### src/rtl/fetch_unit.sv
// Instruction fetch stage: one outstanding imem request, an output slot feeding IF/ID,
// and a one-deep pending buffer for responses that arrive while IF/ID is stalled.
// Optional build macro FETCH_NOP_BUBBLE_EN: an invalid slot presents addi x0,x0,0.
module fetch_unit #(
  parameter logic [31:0] RESET_PC = 32'h0000_0000
) (
  input  logic        clk,
  input  logic        reset,
  input  logic        stall_i,
  input  logic        redirect_valid,
  input  logic [31:0] redirect_pc,
  output logic        imem_req_valid,
  input  logic        imem_req_ready,
  output logic [31:0] imem_req_addr,
  input  logic        imem_resp_valid,
  input  logic [31:0] imem_resp_data,
  output logic        out_valid,
  output logic [31:0] out_instruction,
  output logic [31:0] out_PC
);

  typedef enum logic [1:0] {
    S_REQ,
    S_WAIT,
    S_HOLD,
    S_DRAIN
  } state_t;

  state_t      state, state_n;
  logic [31:0] pc;
  logic        slot_valid;
  logic [31:0] slot_instr;
  logic [31:0] slot_pc;
  logic        pend_valid;
  logic [31:0] pend_instr;
  logic [31:0] pend_pc;
  logic        accept;
  logic        consume;
  logic        slot_free;

  always_comb begin
    imem_req_valid = (state == S_REQ) && !reset;
    imem_req_addr  = pc;
    accept         = imem_req_valid && imem_req_ready;
    consume        = slot_valid && !stall_i;
    slot_free      = !slot_valid || consume;
  end

  // Redirect overrides every state action; an in-flight request must still be drained.
  always_comb begin
    state_n = state;
    if (redirect_valid) begin
      case (state)
        S_REQ:   state_n = accept ? S_DRAIN : S_REQ;
        S_WAIT:  state_n = imem_resp_valid ? S_REQ : S_DRAIN;
        S_HOLD:  state_n = S_REQ;
        S_DRAIN: state_n = imem_resp_valid ? S_REQ : S_DRAIN;
        default: state_n = S_REQ;
      endcase
    end else begin
      case (state)
        S_REQ:   if (accept) state_n = S_WAIT;
        S_WAIT:  if (imem_resp_valid) state_n = slot_free ? S_REQ : S_HOLD;
        S_HOLD:  if (consume) state_n = S_REQ;
        S_DRAIN: if (imem_resp_valid) state_n = S_REQ;
        default: state_n = S_REQ;
      endcase
    end
  end

  always_ff @(posedge clk) begin
    if (reset) begin
      state      <= S_REQ;
      pc         <= RESET_PC;
      slot_valid <= 1'b0;
      slot_instr <= '0;
      slot_pc    <= '0;
      pend_valid <= 1'b0;
      pend_instr <= '0;
      pend_pc    <= '0;
    end else begin
      state <= state_n;
      if (redirect_valid) begin
        pc         <= redirect_pc;
        slot_valid <= 1'b0;
        pend_valid <= 1'b0;
      end else begin
        if (consume) slot_valid <= 1'b0;
        case (state)
          S_WAIT: begin
            if (imem_resp_valid) begin
              pc <= pc + 32'd4;
              if (slot_free) begin
                slot_valid <= 1'b1;
                slot_instr <= imem_resp_data;
                slot_pc    <= pc;
              end else begin
                pend_valid <= 1'b1;
                pend_instr <= imem_resp_data;
                pend_pc    <= pc;
              end
            end
          end
          S_HOLD: begin
            if (consume) begin
              slot_valid <= pend_valid;
              slot_instr <= pend_instr;
              slot_pc    <= pend_pc;
              pend_valid <= 1'b0;
            end
          end
          default: ;
        endcase
      end
    end
  end

  always_comb begin
    out_valid = slot_valid;
    out_PC    = slot_pc;
`ifdef FETCH_NOP_BUBBLE_EN
    out_instruction = slot_valid ? slot_instr : 32'h0000_0013;
`else
    out_instruction = slot_instr;
`endif
  end

endmodule
### config.mk
export PLATFORM = sky130hd
export DESIGN_NAME = fetch_unit
export DESIGN_NICKNAME = d
export VERILOG_FILES = /design/src/rtl/fetch_unit.sv
export SDC_FILE = /design/constraint.sdc
export NUM_CORES = 1
export LEC_CHECK = 0
export ABC_AREA = 1
export ABC_CLOCK_PERIOD_IN_PS = 4100
export BUFFER_PORTS_ARGS = -buffer_cell sky130_fd_sc_hd__buf_2
export CAP_MARGIN = 20
export CORE_MARGIN = 1.5
export CORE_UTILIZATION = 55
export CTS_BUF_LIST = sky130_fd_sc_hd__clkbuf_4
export DETAILED_ROUTE_END_ITERATION = 16
export HOLD_SLACK_MARGIN = 0.1
export PLACE_DENSITY_LB_ADDON = 0.15
export SLEW_MARGIN = 20
export SYNTH_ARGS = -nofsm -noshare
export SYNTH_HDL_FRONTEND = slang
export SYNTH_SLANG_ARGS = --single-unit
### constraint.sdc
create_clock -name clk -period 4.1 [get_ports clk]
set_input_delay 0 -clock clk [delete_from_list [all_inputs] [get_ports clk]]
set_output_delay 0 -clock clk [all_outputs]
set_load 0.05 [all_outputs]
==> out/qor.csv <==
metric,value,unit
status,"complete, no violations",
number of global-route vias before repair,7282,
PortBufs,167,
"Arr. time, crit path",3.63,ns
Post-CTS Setup Inserts,0,
Die W,118,µm
CTS buffer count,17,
hold slack,0.177,ns
yosys warns,0,
# setup viols final,0,
Mapped Avg Cell Area,7.11,µm²
Die ar.,13900,µm²
Longest Clk Path Bufs,2,
final hold vios,0,
fill count,1002,
CP endpoint kind,register,
H-tree Lvls,4,
initial antenna violation count,0,
R2R cell count,13,
number of synthesized flops with an enable pin,0,
CTS tree,done,
largest net degree at the start of global routing,99,
TritonRoute pass-1 iters,6,
"slowest stage delay, CP",0.59,ns
hpwl dp,12300,µm
CP cell instances,"inv_1, ha_1, inv_1, nor2_1, nand2_1, nand2_1, nand3_1, dlygate4sd3_1, o21ai_0, nor2_1, dlygate4sd3_1, nor2_1, dlygate4sd3_1",
cell taking the most area after synthesis,dfxtp_1,
clk_lat worst skew,0.57,ns
Period minus WS final,3.17,ns
All-Layer GR Usage,30.7,%
vias per cell,5.45,
Peak VDD IR,0.441,mV
Worst Tran Pin Value,0.793,ns
Ant. Diodes,0,
First DRT Iteration DRCs,647,
Synth Flop Type,dfxtp_1,
Final nets,1343,
worst min path class,in -> reg,
core area,12800,µm²
WL per Instance,14.7,µm
Routed WL,21300,µm
largest fanout on the critical path,4,
fin. max-slew vios,0,
Setup Skew,0.0191,ns
final worst setup slack,0.929,ns
Critical Path Source Type,register,
DR vias,7904,
Max Cap Violations,0,
FMAX,0.315,GHz
share of layout cells above drive strength 1,17.2,%
Hold Path Depth,4,
GP Congestion,0.942,
kind of critical path,reg -> reg,
leakage power,4.21,nW
RSZ-0062 raised after global routing,false,
I/O pins,168,
Post-Synthesis Cells,1024,
Synth Cell Area,7280,µm²
CP max stage cell,dlygate4sd3_1,
P per Cell Area,481,nW/µm²
clk root buf,clkbuf_4,
Die H,118,µm
"flops & latches, synth",164,
drc violations,0,
Final Cycle Share,77.3,%
GRT overflow,0,
final setup TNS,0,ns
Yosys top cell area share,45.1,%
post-placement setup slack,1.68,ns
Final ANT Viol Nets,0,
ys async rst share,0,%
headroom to the max-slew limit,47.1,%
first-pass GRT wire length,35000,µm
starting density of the core,57.0,%
clk slew on worst S/H paths,0.13,ns
worst path required time,4.56,ns
Rows,41,
Mapped Nets,1100,
"Gates resized, CTS repair",0,
distinct cell type count after synthesis,30,
Layout area overhead,31.4,%
Synth area leaders,"dfxtp_1, nand2_1, o21ai_0",
CTS Sinks,164,
sequential area share after synthesis,45.1,%
[cell usage after synthesis (all sizes together) (3+ instances only)]
cell type    n
nand2      250
dfxtp      164
o21ai      158
nor2       125
a31oi       75
inv         65
a21oi       53
clkbuf      39
nand3       31
buf         30
xor2         9
ha           6
nand4        4
nor3         4
o211ai       3
[metal layers]
layer | wire length [µm] | global-route usage [%] | vias up
met2 | 9930 | 49.9 | 353
li1 | - | - | 3905
met3 | 1470 | 5.67 | 45
met5 | 0 | 0 | -
met4 | 471 | 10.4 | 0
met1 | 9420 | 41.1 | 3601
[sequential cells by signal, indices dropped and copies added (netlist names)]
register,cells
pend_valid,1
state,2
pend_instr,32
out_instruction,32
out_PC,32
out_valid,1
imem_req_addr,32
pend_pc,32
[path summary, 6_finish.rpt]
| path | from | endpoint | slack [ns] |
|---|---|---|---|
| setup / recovery | state[0]$_SDFFE_PP0P_ | state[1]$_SDFFE_PP0P_ | 0.93 |
| hold / removal | redirect_valid | pend_valid$_SDFFE_PP0P_ | 0.18 |
| setup reg to reg | state[0]$_SDFFE_PP0P_ | state[1]$_SDFFE_PP0P_ | 0.93 |
| hold reg to reg | pend_instr[30]$_SDFFE_PP0P_ | out_instruction[30]$_SDFFE_PP0P_ | 0.47 |
[worst max-delay path, delay by kind of cell, from the launching register on]
family          cells  cell delay [ns]
simple gates        6             0.49
flops               1             0.39
fa+ha+maj           1             0.24
compound gates      1             0.08
buf+inv             5             1.87
[layout make-up]
class	count	area (µm²)	share of cell area (%)
Multi-Input combinational cell	726	3420	35.7
Sequential cell	164	3280	34.3
Timing Repair Buffer	293	2090	21.9
Inverter	65	245	2.56
Tap cell	172	215	2.25
Clock buffer	21	158	1.65
Clock inverter	9	155	1.62
[where the power goes]
| group | switching [mW] | internal (mW) | total (mW) |
|---|---|---|---|
| logic | 1.19 | 0.431 | 1.62 |
| clock network | 0.550 | 0.506 | 1.06 |
| registers | 0.132 | 1.79 | 1.92 |
[metrics by stage]
| stage | power, mW | area (µm²) | cells | utilization, % |
|---|---|---|---|---|
| after floorplan | 3.12 | 7280 | 1024 | - |
| after global placement | 3.43 | 8050 | 1300 | 63.0 |
| after detailed placement | 3.45 | 8050 | 1300 | 63.0 |
| after CTS | 4.59 | 9570 | 1450 | 74.9 |
| after global routing | 4.82 | 9570 | 1450 | 74.9 |
| final | 4.60 | 9570 | 1450 | 74.9 |
[repair_timing]
action,CTS,global route
setup endpoints to repair,0,0
hold buffers,120,0
endpoints found under the hold margin,103,0
[cell usage in the layout, fill, tap and decap left out]
master,Yosys,final
inv_1,62,60
a211oi_1,1,1
buf_2,19,167
nand2_1,249,249
a31oi_1,75,75
o22ai_1,1,1
a21oi_1,53,53
or2_2,1,1
a22oi_1,1,1
ha_2,0,1
clkbuf_4,0,21
nor2_1,116,115
nand2_2,1,1
nand3b_1,1,1
clkinv_4,0,2
a41oi_1,1,1
nor3_1,4,4
clkinv_2,0,2
dlygate4sd3_1,0,120
inv_6,0,1
o21ai_1,39,39
o211ai_1,3,3
and2_1,2,2
buf_12,0,1
dfxtp_1,164,164
o21ai_0,119,119
inv_2,3,4
ha_1,6,5
bufinv_16,0,4
nand3_1,31,31
nand4_1,4,4
nor2_4,3,4
buf_4,5,5
nor2_2,6,6
xor2_1,9,9
clkinv_1,0,1
[cells by family after synthesis]
family / Yosys count / synth area share, %
buffers and inverters: 134 / 8.13
flip-flops: 164 / 45.1
XOR/XNOR: 9 / 1.08
AO/OA/AOI/OAI: 293 / 21.7
adder cells (fa/ha/maj): 6 / 1.03
AND/OR/NAND/NOR: 418 / 23.0
No activity file was read; power rests on OpenSTA's default activity.
